File: config.mk
export PLATFORM = sky130hd
export DESIGN_NAME = seq_magnitude_comparator
export DESIGN_NICKNAME = d
export VERILOG_FILES = /design/src/rtl/seq_cmp_pkg.sv /design/src/rtl/chunk_comparator.sv /design/src/rtl/seq_magnitude_comparator.sv
export SDC_FILE = /design/constraint.sdc
export NUM_CORES = 1
export LEC_CHECK = 0
export ABC_CLOCK_PERIOD_IN_PS = 5000
export CAP_MARGIN = 20
export CORE_MARGIN = 10
export CORE_UTILIZATION = 55
export CTS_CLUSTER_SIZE = 10
export DETAILED_ROUTE_END_ITERATION = 6
export PLACE_DENSITY_LB_ADDON = 0.3
export SLEW_MARGIN = 20
export SYNTH_ARGS = -nofsm -noshare
export SYNTH_HDL_FRONTEND = slang
export SYNTH_SLANG_ARGS = --single-unit
File: constraint.sdc
create_clock -name clk -period 5 [get_ports clk]
set_input_delay 1.5 -clock clk [delete_from_list [all_inputs] [get_ports clk]]
set_output_delay 1.5 -clock clk [all_outputs]
set_load 0.05 [all_outputs]
File: src/rtl/seq_cmp_pkg.sv
// Shared types and helpers for the chunked magnitude comparator.
// Holds the FSM state encoding, the cycle-count width rule and the sign-bit flip.
package seq_cmp_pkg;

  typedef enum logic [1:0] {
    IDLE = 2'd0,
    SCAN = 2'd1,
    DONE = 2'd2
  } state_e;

  // Counter must represent 0..NCHUNK inclusive.
  function automatic int cw_of(input int nchunk);
    return $clog2(nchunk) + 1;
  endfunction

  // Inverting the top bit maps two's-complement order onto unsigned order.
  function automatic logic sign_flip(input logic msb, input logic en);
    return msb ^ en;
  endfunction

endpackage

File: src/rtl/chunk_comparator.sv
// Combinational CHUNK-bit unsigned compare with one-hot greater/equal/less flags.
// Zero latency; no handshake.
module chunk_comparator #(
  parameter int CHUNK = 8
) (
  input  logic [CHUNK-1:0] a_i,
  input  logic [CHUNK-1:0] b_i,
  output logic             g_o,
  output logic             e_o,
  output logic             l_o
);

  assign g_o = (a_i >  b_i);
  assign e_o = (a_i == b_i);
  assign l_o = (a_i <  b_i);

endmodule

File: src/rtl/seq_magnitude_comparator.sv
// Multi-cycle magnitude comparator: CHUNK bits per cycle, MSB chunk first, early exit.
// Latency 1..NCHUNK cycles after accept; result held until out_ready, no overlap.
module seq_magnitude_comparator
  import seq_cmp_pkg::*;
#(
  parameter int WIDTH = 32,
  parameter int CHUNK = 8,
  localparam int NCHUNK = WIDTH / CHUNK,
  localparam int CW     = cw_of(NCHUNK)
) (
  input  logic             clk,
  input  logic             rst_n,
  input  logic             in_valid,
  output logic             in_ready,
  input  logic [WIDTH-1:0] a,
  input  logic [WIDTH-1:0] b,
  input  logic             is_signed,
  output logic             out_valid,
  input  logic             out_ready,
  output logic             g,
  output logic             e,
  output logic             l,
  output logic [CW-1:0]    out_cycles
);

  localparam int IW = (NCHUNK > 1) ? $clog2(NCHUNK) : 1;
  localparam logic [IW-1:0] TOP_IDX = IW'(NCHUNK - 1);

  state_e             state_q, state_d;
  logic [WIDTH-1:0]   a_q, a_d, b_q, b_d;
  logic               signed_q, signed_d;
  logic [IW-1:0]      idx_q, idx_d;
  logic [CW-1:0]      cnt_q, cnt_d;
  logic               g_q, g_d, e_q, e_d, l_q, l_d;
  logic [CW-1:0]      cyc_q, cyc_d;

  logic [NCHUNK-1:0][CHUNK-1:0] a_chunks, b_chunks;
  logic [CHUNK-1:0]   ca, cb;
  logic               cg, ce, cl;
  logic               flip;
  logic [CW-1:0]      cnt_inc;

  assign a_chunks = a_q;
  assign b_chunks = b_q;
  assign flip     = signed_q && (idx_q == TOP_IDX);
  assign cnt_inc  = cnt_q + CW'(1);

  always_comb begin
    ca = a_chunks[idx_q];
    cb = b_chunks[idx_q];
    ca[CHUNK-1] = sign_flip(a_chunks[idx_q][CHUNK-1], flip);
    cb[CHUNK-1] = sign_flip(b_chunks[idx_q][CHUNK-1], flip);
  end

  chunk_comparator #(.CHUNK(CHUNK)) u_chunk_cmp (
    .a_i (ca),
    .b_i (cb),
    .g_o (cg),
    .e_o (ce),
    .l_o (cl)
  );

  always_comb begin
    state_d  = state_q;
    a_d      = a_q;
    b_d      = b_q;
    signed_d = signed_q;
    idx_d    = idx_q;
    cnt_d    = cnt_q;
    g_d      = g_q;
    e_d      = e_q;
    l_d      = l_q;
    cyc_d    = cyc_q;
    case (state_q)
      IDLE: begin
        if (in_valid) begin
          a_d      = a;
          b_d      = b;
          signed_d = is_signed;
          idx_d    = TOP_IDX;
          cnt_d    = '0;
          state_d  = SCAN;
        end
      end
      SCAN: begin
        cnt_d = cnt_inc;
        if (!ce) begin
          g_d     = cg;
          l_d     = cl;
          e_d     = 1'b0;
          cyc_d   = cnt_inc;
          state_d = DONE;
        end else if (idx_q == '0) begin
          g_d     = 1'b0;
          l_d     = 1'b0;
          e_d     = 1'b1;
          cyc_d   = CW'(NCHUNK);
          state_d = DONE;
        end else begin
          idx_d = idx_q - IW'(1);
        end
      end
      DONE: begin
        if (out_ready) begin
          g_d     = 1'b0;
          e_d     = 1'b0;
          l_d     = 1'b0;
          cyc_d   = '0;
          state_d = IDLE;
        end
      end
      default: state_d = IDLE;
    endcase
  end

  always_ff @(posedge clk or negedge rst_n) begin
    if (!rst_n) begin
      state_q  <= IDLE;
      a_q      <= '0;
      b_q      <= '0;
      signed_q <= 1'b0;
      idx_q    <= '0;
      cnt_q    <= '0;
      g_q      <= 1'b0;
      e_q      <= 1'b0;
      l_q      <= 1'b0;
      cyc_q    <= '0;
    end else begin
      state_q  <= state_d;
      a_q      <= a_d;
      b_q      <= b_d;
      signed_q <= signed_d;
      idx_q    <= idx_d;
      cnt_q    <= cnt_d;
      g_q      <= g_d;
      e_q      <= e_d;
      l_q      <= l_d;
      cyc_q    <= cyc_d;
    end
  end

  assign in_ready   = (state_q == IDLE);
  assign out_valid  = (state_q == DONE);
  assign g          = g_q;
  assign e          = e_q;
  assign l          = l_q;
  assign out_cycles = cyc_q;

endmodule

==> flow_summary.ini <==
[run_status]
status = finished, final reports clean

[clocking]
cts.clk_slew.worst_paths_ns = 0.08
post_cts_buffers = 0
clk_root_buffer_cell = clkbuf_8
cts_sinks = 78
clockBufferDepth = 2
cts_buffers = 9
tritoncts = built
htreeDepth = 3
ctsResizeCount = 0
clock_latency_ns = 0.35
cts-hold-fix-buffers = 0

[grt]
grt-ovfl-total = 0
grt_pass1_vias = 2438
antenna_found_initial = 0
grt_pass1_wl_um = 11900
grt_max_degree = 79
grt_usage = 0.148

[hold_path]
hold_class = reg -> reg

[final_layout]
syn_to_final_growth_pct = 26.6
diodes = 0
drive_above_1_share = 0.325
layout.nets = 401

[yosys]
synth_area_leaders = dfrtp_1 (53%), mux2_2 (20%), mux4_2 (9.8%), ha_1 (3.8%), buf_6 (2.2%)
synth_nets = 323
synth_seq_area_share = 0.534
synth-seq-cells = 78
synthCells = 243
netlist_area_um2 = 3660
synth_most_common_cell = dfrtp_1
yosysTopAreaCell = dfrtp_1
yosys.area.top_type_share = 0.534
yosys_warnings = 0
synth_ff_type = dfrtp_1
ys_top_cells_by_count = dfrtp_1 (78), mux2_2 (65), mux4_2 (16)
async_flop_share = 1.00
ys_types = 35
synth_edf_count = 0
syn_area_per_cell_um2 = 15.1

[timing]
tightest_slew_ns = 0.960
post-route-period-util = 0.669
slew_headroom = 0.360
worst_clock_skew_ns = 0.00707
setup_violations = 0
drv_slew = 0
hold_viol_final = 0
rsz0062_at_grt = false
finalCriticalPeriod_ns = 3.35
setup_tns_ns = 0
max_freq_mhz = 299

[floorplanning]
dieArea_um2 = 10300
core-area_um2 = 6420
fp.dieW_um = 102
fp-row-count = 29
pin_count = 77
dieHeight_um = 102
start_util = 0.570

[power]
p_leak_nw = 1.96
irDropWorstVdd_uv = 322
p_per_area_nw_per_um2 = 571
total_power_w = 0.00264

[drt]
drt-wirelength-per-cell_um = 18.2
via_count = 2236
routed_wirelength_um = 7330
drt_iter0_drc = 47
ant_nets = 0
routed_via_density = 5.55
drt_pass1_iterations = 4
drc = 0

[worst_setup_path]
end_kind = output pin
arrival_ns = 1.85
critPathLaunchType = flop
cp.required_ns = 3.50
worstSetupPathType = reg -> out
crit_fanout = 5

[place]
place.port_buffers = 76
place_hpwl_um = 5300
place.gp.congestion = 0.766

[job]
cap_violations = 0
## power breakdown
group	internal (W)	leakage, nW	total [W]	switching (W)
logic	0.000599	0.937	0.00106	0.000464
clock network	0.000248	0.103	0.000486	0.000238
registers	0.000932	0.920	0.00110	0.000164
## flip-flops by register name (all words and copies together) (netlist names)
register    flops
a_chunks       32
b_chunks       32
cnt_q           3
e               1
g               1
idx_q           2
l               1
out_cycles      3
signed_q        1
state_q         2
## metal layers
layer  track usage  vias to the layer above  wire length, µm
li1              -                     1050                -
met1         0.172                     1123             3040
met2         0.248                       55             3780
met3        0.0619                        8              428
met4        0.0363                        0               80
met5             0                        -                0
## cells by family after synthesis
group / after synthesis / share of synthesized area
AO/OA/AOI/OAI: 20 / 0.0373
flip-flops: 78 / 0.534
adder cells (fa/ha/maj): 11 / 0.0376
AND/OR/NAND/NOR: 27 / 0.0417
buffers and inverters: 21 / 0.0386
multiplexers: 83 / 0.304
XOR/XNOR: 3 / 0.00718
## per-stage QoR
step,hold slack [ns],area (µm²),utilization,cells,setup WS (ns)
6_report,0.499,4630,0.721,403,1.65
5_1_grt,0.517,4630,0.721,403,1.55
4_1_cts,0.504,4630,0.721,403,1.63
3_5_place_dp,0.482,4420,0.689,387,1.60
3_3_place_gp,0.460,4420,0.689,387,1.62
2_1_floorplan,0.459,3660,-,243,2.41
## worst max-delay path: stages (launching register included)
cell             delay, ns
dfrtp_1               0.45
nand2b_1              0.18
inv_1                 0.07
clkdlybuf4s50_1       0.80
## path summary, 6_finish.rpt
path	start	endpoint	slack [ns]	cells after the start
max	state_q[0]$_DFFE_PN0P_	out_valid	1.65	3
min in group asynchronous	rst_n	a_chunks[14]$_DFFE_PN0P_	1.28	1
min reg2reg	out_cycles[2]$_DFFE_PN0P_	out_cycles[2]$_DFFE_PN0P_	0.50	1
max reg2reg	idx_q[0]$_DFFE_PN0P_	idx_q[1]$_DFFE_PN0P_	1.87	7
max in group asynchronous	rst_n	a_chunks[4]$_DFFE_PN0P_	3.08	1
min	out_cycles[2]$_DFFE_PN0P_	out_cycles[2]$_DFFE_PN0P_	0.50	1
## cells in the final DEF, fill, tap and decap left out, types with 2 or more instances in the layout
master and n:
a21oi_1 5, buf_4 3, clkbuf_8 10, clkdlybuf4s50_1 75, dfrtp_1 78, ha_1 11, inv_1 10, inv_6 2
mux2_2 65, mux2i_1 2, mux4_2 16, nand2_1 8, nand2b_1 2, nand4_1 2, nor2_1 7, o21ai_0 4
o21ai_1 2, xnor2_1 2
## cell type report
class	instances	area [µm²]
sequential	78	1950
fill	446	1790
multi-input combinational	144	1570
timing repair buffer	78	773
clock buffer	10	138
tap	77	96.3
clock inverter	6	68.8
inverter	10	37.5
Power figures use the tool's default switching activity.
